==> config.mk <==
export PLATFORM = sky130hd
export DESIGN_NAME = mux4_rr_arbiter_flat
export DESIGN_NICKNAME = d
export VERILOG_FILES = /design/src/rtl/mux4_rr_arbiter_if.sv /design/src/rtl/mux4_rr_arbiter.sv /design/src/flat_wrapper.sv
export SDC_FILE = /design/constraint.sdc
export NUM_CORES = 1
export LEC_CHECK = 0
export ABC_AREA = 1
export ABC_CLOCK_PERIOD_IN_PS = 2500
export CAP_MARGIN = 20
export CORE_ASPECT_RATIO = 0.5
export CORE_MARGIN = 2
export CORE_UTILIZATION = 36
export CTS_BUF_LIST = sky130_fd_sc_hd__clkbuf_2 sky130_fd_sc_hd__clkbuf_4 sky130_fd_sc_hd__clkbuf_8
export CTS_CLUSTER_DIAMETER = 80
export DETAILED_ROUTE_END_ITERATION = 16
export PLACE_DENSITY_LB_ADDON = 0.08
export SLEW_MARGIN = 0
export SYNTH_ARGS = -nofsm -noshare
export SYNTH_HDL_FRONTEND = slang
export SYNTH_SLANG_ARGS = --single-unit
export TNS_END_PERCENT = 10
==> constraint.sdc <==
create_clock -name clk -period 2.5 [get_ports clk]
set_input_delay 0.5 -clock clk [delete_from_list [all_inputs] [get_ports clk]]
set_output_delay 0.5 -clock clk [all_outputs]
set_load 0.005 [all_outputs]
==> src/rtl/mux4_rr_arbiter_if.sv <==
// Bundle of the four request/data channels and the shared output channel
// of the round-robin arbiter. The arbiter uses the slave view; the
// producers/consumer side (or a testbench) uses the master view.
interface mux4_rr_arbiter_if #(
  parameter int WIDTH = 32
);
  logic [3:0]       req;
  logic [WIDTH-1:0] in_a;
  logic [WIDTH-1:0] in_b;
  logic [WIDTH-1:0] in_c;
  logic [WIDTH-1:0] in_d;
  logic             out_ready;
  logic [3:0]       gnt;
  logic [1:0]       sel;
  logic             out_valid;
  logic [WIDTH-1:0] out_data;
  logic [3:0]       ack;

  modport master (
    output req, in_a, in_b, in_c, in_d, out_ready,
    input  gnt, sel, out_valid, out_data, ack
  );

  modport slave (
    input  req, in_a, in_b, in_c, in_d, out_ready,
    output gnt, sel, out_valid, out_data, ack
  );
endinterface

==> src/rtl/mux4_rr_arbiter.sv <==
// Round-robin arbiter sharing one output channel between four requesters.
// A grant lasts until the owner drops its request or has delivered
// MAX_BURST beats; the next owner is chosen starting just after the
// previous one, so handover happens without an idle cycle.
module mux4_rr_arbiter #(
  parameter int WIDTH     = 32,
  parameter int MAX_BURST = 4
) (
  input logic              clk,
  input logic              reset,
  mux4_rr_arbiter_if.slave bus
);

  typedef enum logic {IDLE, GRANT} state_t;

  state_t           state, state_n;
  logic [1:0]       sel, sel_n;
  logic [1:0]       ptr, ptr_n;
  logic [3:0]       gnt, gnt_n;
  logic [7:0]       beat_cnt, beat_cnt_n;
  logic [1:0]       next_sel;
  logic             valid;
  logic             beat;
  logic             rel;
  logic [WIDTH-1:0] data_mux;

  // First requester found scanning from index p upwards, wrapping 3->0.
  function automatic logic [1:0] pick(input logic [3:0] r, input logic [1:0] p);
    logic [1:0] idx;
    logic       found;
    pick  = p;
    found = 1'b0;
    for (int i = 0; i < 4; i++) begin
      idx = p + 2'(i);
      if (!found && r[idx]) begin
        pick  = idx;
        found = 1'b1;
      end
    end
  endfunction

  // State registers; reset discards any burst in progress.
  always_ff @(posedge clk) begin
    if (reset) begin
      state    <= IDLE;
      sel      <= 2'd0;
      gnt      <= 4'd0;
      ptr      <= 2'd0;
      beat_cnt <= 8'd0;
    end else begin
      state    <= state_n;
      sel      <= sel_n;
      gnt      <= gnt_n;
      ptr      <= ptr_n;
      beat_cnt <= beat_cnt_n;
    end
  end

  // Handshake: a beat moves whenever the owner still requests and the consumer is ready.
  always_comb begin
    valid = (state == GRANT) && bus.req[sel];
    beat  = valid && bus.out_ready;
  end

  // Data path: the selected input is always routed, valid tells whether it matters.
  always_comb begin
    data_mux = bus.in_a;
    case (sel)
      2'd0: data_mux = bus.in_a;
      2'd1: data_mux = bus.in_b;
      2'd2: data_mux = bus.in_c;
      2'd3: data_mux = bus.in_d;
    endcase
  end

  // Next-state logic: grant from idle, count beats, rotate on release.
  always_comb begin
    state_n    = state;
    sel_n      = sel;
    gnt_n      = gnt;
    ptr_n      = ptr;
    beat_cnt_n = beat_cnt;
    rel        = 1'b0;
    next_sel   = 2'd0;
    case (state)
      IDLE: begin
        if (|bus.req) begin
          next_sel   = pick(bus.req, ptr);
          sel_n      = next_sel;
          gnt_n      = 4'b0001 << next_sel;
          beat_cnt_n = 8'd0;
          state_n    = GRANT;
        end
      end
      GRANT: begin
        rel = !bus.req[sel] || (beat && (beat_cnt == 8'(MAX_BURST - 1)));
        if (rel) begin
          ptr_n      = sel + 2'd1;
          beat_cnt_n = 8'd0;
          if (|bus.req) begin
            next_sel = pick(bus.req, sel + 2'd1);
            sel_n    = next_sel;
            gnt_n    = 4'b0001 << next_sel;
          end else begin
            gnt_n   = 4'd0;
            state_n = IDLE;
          end
        end else if (beat) begin
          beat_cnt_n = beat_cnt + 8'd1;
        end
      end
    endcase
  end

  assign bus.gnt       = gnt;
  assign bus.sel       = sel;
  assign bus.out_valid = valid;
  assign bus.out_data  = data_mux;
  assign bus.ack       = beat ? (4'b0001 << sel) : 4'b0000;

endmodule

==> src/flat_wrapper.sv <==
// flat-port wrapper written by rule: the top's interface ports become plain ports
module mux4_rr_arbiter_flat 
#(
  parameter int WIDTH     = 32,
  parameter int MAX_BURST = 4
)
  (clk, reset, bus_req, bus_in_a, bus_in_b, bus_in_c, bus_in_d, bus_out_ready, bus_gnt, bus_sel, bus_out_valid, bus_out_data, bus_ack);
  mux4_rr_arbiter_if #(.WIDTH(WIDTH)) bus_i ();
  input logic clk;
  input logic reset;
  input wire logic [$bits(bus_i.req)-1:0] bus_req;
  input wire logic [$bits(bus_i.in_a)-1:0] bus_in_a;
  input wire logic [$bits(bus_i.in_b)-1:0] bus_in_b;
  input wire logic [$bits(bus_i.in_c)-1:0] bus_in_c;
  input wire logic [$bits(bus_i.in_d)-1:0] bus_in_d;
  input wire logic [$bits(bus_i.out_ready)-1:0] bus_out_ready;
  output wire logic [$bits(bus_i.gnt)-1:0] bus_gnt;
  output wire logic [$bits(bus_i.sel)-1:0] bus_sel;
  output wire logic [$bits(bus_i.out_valid)-1:0] bus_out_valid;
  output wire logic [$bits(bus_i.out_data)-1:0] bus_out_data;
  output wire logic [$bits(bus_i.ack)-1:0] bus_ack;
  assign bus_i.req = bus_req;
  assign bus_i.in_a = bus_in_a;
  assign bus_i.in_b = bus_in_b;
  assign bus_i.in_c = bus_in_c;
  assign bus_i.in_d = bus_in_d;
  assign bus_i.out_ready = bus_out_ready;
  assign bus_gnt = bus_i.gnt;
  assign bus_sel = bus_i.sel;
  assign bus_out_valid = bus_i.out_valid;
  assign bus_out_data = bus_i.out_data;
  assign bus_ack = bus_i.ack;
  mux4_rr_arbiter #(.WIDTH(WIDTH), .MAX_BURST(MAX_BURST)) u_core (.clk(clk), .reset(reset), .bus(bus_i));
endmodule
; Yosys cells after proc, flatten, opt, wreduce, memory -nomap -nowiden
; Index checks and enable logic that the tools add are counted.
[word_totals]
reg_bits = 17
in_bits = 135
out_inout_bits = 43
word_cells = 124
[classes]
addsub = 8
n_lt_le_gt_ge = 9
n_eq_ne = 8
shifts = 3
n_mux = 67
bitwise = 1
reduce_logical = 23
[op_table]
columns = operator, n
row1 = 32-bit case mux with 4 select lines, 1
row2 = 1-bit two-way mux, 32
row3 = 2-bit two-way mux, 14
row4 = 2-bit by 3-bit < comparator with 1-bit output (second input constant), 9
row5 = 8-bit two-way mux, 3
row6 = 1-bit binary-select mux with 2-bit select, 9
row7 = 4-bit two-way mux, 4
row8 = 8-bit case mux with 2 select lines, 1
row9 = 1-bit by 2-bit left shift with 4-bit output (first input constant), 3
row10 = 1-bit logical AND, 9
row11 = 2-bit adder (second input constant), 4
row12 = 8-bit by 1-bit adder with 8-bit output (second input constant), 1
row13 = 8-bit by 2-bit equality test with 1-bit output (second input constant), 1
row14 = 4-bit case mux with 2 select lines, 1
row15 = 1-bit zero test, 7
row16 = 2-bit by 1-bit adder with 2-bit output (second input constant), 3
row17 = 2-bit AND reduction, 3
row18 = 2-bit equality test (second input constant), 2
row19 = 2-bit != test (second input constant), 2
row20 = 2-bit case mux with 2 select lines, 1
row21 = 4-bit OR reduction, 1
row22 = 3-bit != test (second input constant), 1
row23 = 3-bit AND reduction, 1
row24 = 2-bit by 1-bit equality test with 1-bit output (second input constant), 1
row25 = 5 further kinds, 5

; Logic depth before layout (Yosys ltp)
[depth]
depth_word = 30
ltp_mapped = 18
ltp_nobuf = 16

; Worst setup path after synthesis
; No wires, ideal clock.
[synth_path]
path_kind = register -> register
startpoint = reg u_core.sel[0], in the netlist u_core.bus.sel[0]
endpoint = reg u_core.gnt[1], in the netlist u_core.bus.gnt[1]
setup_time_ps = 117
t_arrival_ps = 1992
required_time_ps = 2383
path_slack_ps = 391
path_stages_with_launch = 19
n_path_buf = 2
period_less_slack_ps = 2109
path_cell_list = dfxtp_1 > inv_2 > buf_6 > ha_1 > buf_4 > inv_4 > nand2_1 > nand2_4 > nand2_2 > nand2_2 > a21oi_2 > nand2_2 > clkinv_1 > nand2_2 > nand2_2 > nand2_2 > nor2_1 > nor2_1 > nor2_1
[synth_between]
elab_chain_len = 29
word_cells_on_any_way = 49
cone_classes = 4 x add/sub / 1 x eq/ne / 1 x shift / 31 x mux / 12 x reduce/logical
[synth_rtl]
columns = item, line
row1 = start: declaration, mux4_rr_arbiter.sv:17  ; logic [1:0] sel, sel_n;
row2 = start signal: assignment, mux4_rr_arbiter.sv:52  ; sel <= sel_n;
row3 = 2-bit by 1-bit adder with 2-bit output, mux4_rr_arbiter.sv:101  ; next_sel = pick(bus.req, sel + 2'd1);
row4 = 1-bit binary-select mux with 2-bit select, mux4_rr_arbiter.sv:35  ; if (!found && r[idx]) begin
row5 = 1-bit two-way mux (implied by the code), mux4_rr_arbiter.sv:35
row6 = 1-bit two-way mux, mux4_rr_arbiter.sv:35
row7 = 1-bit two-way mux, mux4_rr_arbiter.sv:100  ; if (|bus.req) begin
row8 = 1-bit two-way mux, mux4_rr_arbiter.sv:97  ; if (rel) begin
row9 = 1-bit two-way mux, mux4_rr_arbiter.sv:85  ; case (state)
row10 = 1-bit zero test, mux4_rr_arbiter.sv:35
row11 = [13 not listed], --
row12 = 2-bit two-way mux, mux4_rr_arbiter.sv:35
row13 = 2-bit two-way mux, mux4_rr_arbiter.sv:100
row14 = 2-bit two-way mux, mux4_rr_arbiter.sv:97
row15 = 2-bit two-way mux, mux4_rr_arbiter.sv:85
row16 = 1-bit by 2-bit left shift with 4-bit output, mux4_rr_arbiter.sv:103  ; gnt_n = 4'b0001 << next_sel;
row17 = 4-bit two-way mux, mux4_rr_arbiter.sv:100
row18 = 4-bit two-way mux, mux4_rr_arbiter.sv:97
row19 = 4-bit case mux with 2 select lines, mux4_rr_arbiter.sv:85
row20 = end signal: assignment, mux4_rr_arbiter.sv:53  ; gnt <= gnt_n;
row21 = end: declaration, mux4_rr_arbiter.sv:19  ; logic [3:0] gnt, gnt_n;
; Several ways; a longest one is shown, not always the timed one. The select of a mux whose other input is x is not followed.
; A chain may end at the register's enable or synchronous reset.

; Worst setup path after layout
[layout_path]
startpoint = reg u_core.sel[0], in the netlist u_core.bus.sel[0]
endpoint = out bus_out_data[4]
[layout_between]
elab_chain_len = 2
word_cells_on_any_way = 5
cone_classes = 3 x eq/ne / 1 x mux / 1 x reduce/logical
[layout_rtl]
columns = item, line
row1 = "2-bit equality test, or another cell as far along", mux4_rr_arbiter.sv:68  ; case (sel)
row2 = 32-bit case mux with 4 select lines (*), mux4_rr_arbiter.sv:68
row3 = end: declaration, flat_wrapper.sv:20  ; output wire logic [$bits(bus_i.out_data)-1:0] bus_out_data;
; Every way passes the cells marked *; elsewhere a longest branch is shown, timed or not.

==> impl_metrics.ini <==
[synth]
yosysMostFrequentCell = nand2_1
syn_area_sq_um = 2410
yosys_warnings = 0
yosys-top-cells-count = 128 x nand2_1, 40 x o21ai_0, 39 x a21oi_1
seq_area_frac_synth_pct = 14.1
synth.distinct_cells = 30
synth-compound-area-share_pct = 30.4
synth_seq_cells = 17
synth_mux_area_share_pct = 0
synth-simple-area-share_pct = 40.2
synth_xor_area_share_pct = 1.82
synthAdderAreaFrac_pct = 3.12
yosys_most_used_dff = dfxtp_1
async_flop_share_pct = 0
avgSynthCellArea_sq_um = 5.70
synth_nets = 563
synth_top_area_share_pct = 20.0
synthTopCellsByArea = nand2_1 20%, dfxtp_1 14%, a22o_1 12%
synth_top_family_by_area = simple AND/OR/NAND/NOR gates
postSynthCellCount = 422
synth_top_area_cell = nand2_1
synth_edf_count = 0

[sta]
max_freq_ghz = 0.402
final_max_slew_viol_count = 0
worst_clock_skew_ns = 0.00350
tns_ns = 0
tightest_slew_ns = 0.273
relSlewSlack_pct = 81.8
finalHoldViolations = 0
rsz0062_at_grt = yes
setup_viol = 0
whs_ns = 0.498
finalCritPeriodShare_pct = 99.5
fin_crit_ns = 2.49

[routing]
viasPerCell = 5.01
drt_iter0_markers = 263
avgRoutedWirePerCell_um = 15.4
via_count = 3455
drtPass1Iterations = 5
drc = 0
wl_um = 10600
ant_nets = 0

[clock_network]
clk_pin_slew_ns = 0.06
cts_tree = yes
postCtsHoldBufs = 0
clk_root_buffer_cell = clkbuf_8
post_cts_buffers = 0
clkLatencyLatePin_ns = 0.25
clkSinkCount = 17
cts_buffer_depth = 2
numCtsBuffers = 3
cts_max_level = 1

[power_and_ir_drop]
power.internal_mw = 2.34
p_sw_mw = 2.13
power_density_nw_per_um2 = 978
comb_power_share_pct = 85.8
switching_share_pct = 47.6
totalPowerFinal_mw = 4.47
p_leak_nw = 2.11
seqPwrFrac_pct = 9.4
clockPowerShare_pct = 4.8
vdd_drop_max_mv = 0.532

[critical_path]
crit_chain = inv_2 -> ha_4 -> clkbuf_16 -> a22o_1 -> a21oi_1 -> o21ai_0 -> clkdlybuf4s50_1
required_ns = 2.00
crit_fanout = 16
critPathCaptureType = output pin
max_stage_delay_ns = 0.56
critPathArrivalTime_ns = 1.99
critPathSlowestCell = clkdlybuf4s50_1
criticalPathCategory = reg -> out
critPathLaunchType = flip-flop

[final_layout]
fin_area_sq_um = 4570
instances_no_fill = 689
diodes = 0
drive_gt1_share_pct = 11.8
fillers = 511
syn2layout_area_growth_pct = 89.8
nets = 743

[placed_design]
placed_area_sq_um = 4380
place_hpwl_um = 8030
dpl.cell_count = 683
io_buffer_count = 177
gp_congestion = 0.866

[hold_path]
hold_path_class = reg -> reg

[grt]
grt_antenna_before_repair = 0
grt_first_pass_wirelength_um = 15100
grt_remaining_overflow = 0
grt_usage_pct = 25.7
grt_pass1_vias = 2962
grt_max_degree = 34

[floorplan]
core_area_sq_um = 6260
ios = 178
rows = 20
die_height_um = 61.8
initial_core_util_pct = 38.5
die_w_um = 120
die_area_sq_um = 7400

[status]
outcome = complete, no violations

[flow_run]
cap_violations = 0
[area by class of cell]
class	count	area, sq um	area share, %
Inverter	32	125	2.74
Sequential cell	17	348	7.61
Multi-Input combinational cell	348	1860	40.7
Timing Repair Buffer	200	2080	45.4
Tap cell	88	110	2.41
Clock buffer	4	48.8	1.07
[power by group through the flow]
stage	sequential, mW	clock [mW]	combinational (mW)
2_1_floorplan	0.387	0	2.14
3_5_place_dp	0.402	0	3.71
6_report	0.422	0.214	3.83
5_1_grt	0.433	0.227	4.22
3_3_place_gp	0.401	0	3.68
4_1_cts	0.399	0.220	3.72
[worst max-delay path: cells and delay by family, from the launching register on]
| family | cells | cell delay (ns) |
|---|---|---|
| buffers and inverters | 3 | 0.84 |
| flip-flops | 1 | 0.37 |
| AO/OA/AOI/OAI | 3 | 0.35 |
| adder cells (fa/ha/maj) | 1 | 0.18 |
[path summary, 6_finish.rpt]
| kind | end | slack [ns] | cells past startpoint | from |
|---|---|---|---|---|
| worst max-delay path | bus_out_data[4] | 0.01 | 7 | u_core.bus.sel[0] |
| worst min-delay path | u_core.beat_cnt[5] | 0.50 | 2 | u_core.beat_cnt[5] |
| worst min register to register | u_core.beat_cnt[5] | 0.50 | 2 | u_core.beat_cnt[5] |
| worst max register to register | u_core.bus.gnt[2] | 0.23 | 16 | u_core.bus.sel[0] |
[layout by cell type, fill, tap and decap left out, types with 2 or more instances in the layout]
cell type,instances
nand2_2,20
inv_4,2
o21ai_1,6
nor2_1,27
dfxtp_1,15
a22o_1,32
clkbuf_8,3
nor2_4,2
a21oi_2,2
dlymetal6s2s_1,14
dlygate4sd2_1,4
inv_1,23
o21bai_1,2
ha_1,2
clkbuf_16,2
buf_12,5
buf_4,15
dfxtp_4,2
nand2_4,2
nand2_1,128
o21ai_0,36
a21oi_1,38
ha_4,3
clkdlybuf4s50_1,159
xor2_1,4
nand4_1,6
nand3_1,30
inv_2,6
[kinds of logic after synthesis]
| family | after synthesis |
|---|---|
| xor+xnor | 5 |
| buf+inv | 57 |
| compound gates | 118 |
| fa+ha+maj | 6 |
| flops | 17 |
| simple gates | 219 |
[metal layers]
layer | global-route usage [%] | vias to the layer above | wire (um)
li1 | - | 1784 | -
met1 | 35.6 | 1532 | 4850
met2 | 43.9 | 125 | 4760
met3 | 4.11 | 14 | 846
met4 | 4.20 | 0 | 125
met5 | 0 | - | 0
[stage by stage]
step	utilization (%)	setup slack [ns]
2_1_floorplan	-	0.391
3_3_place_gp	70.1	-0.0920
3_5_place_dp	70.1	-0.147
4_1_cts	70.8	-0.105
5_1_grt	73.0	-0.0586
6_report	73.0	0.0120
[what timing repair did]
action                                  4_1_cts  5_1_grt
pin swaps                                     0        0
resized for setup                             5       31
endpoints found under the setup margin       37       34
endpoints found under the hold margin         0        0
gates cloned                                  0        2
[sequential cells by signal (all words and copies together) (netlist names)]
register	count
u_core.bus.gnt	4
u_core.ptr	2
u_core.beat_cnt	8
u_core.state	1
u_core.bus.sel	2
Power figures use the tool's default switching activity.
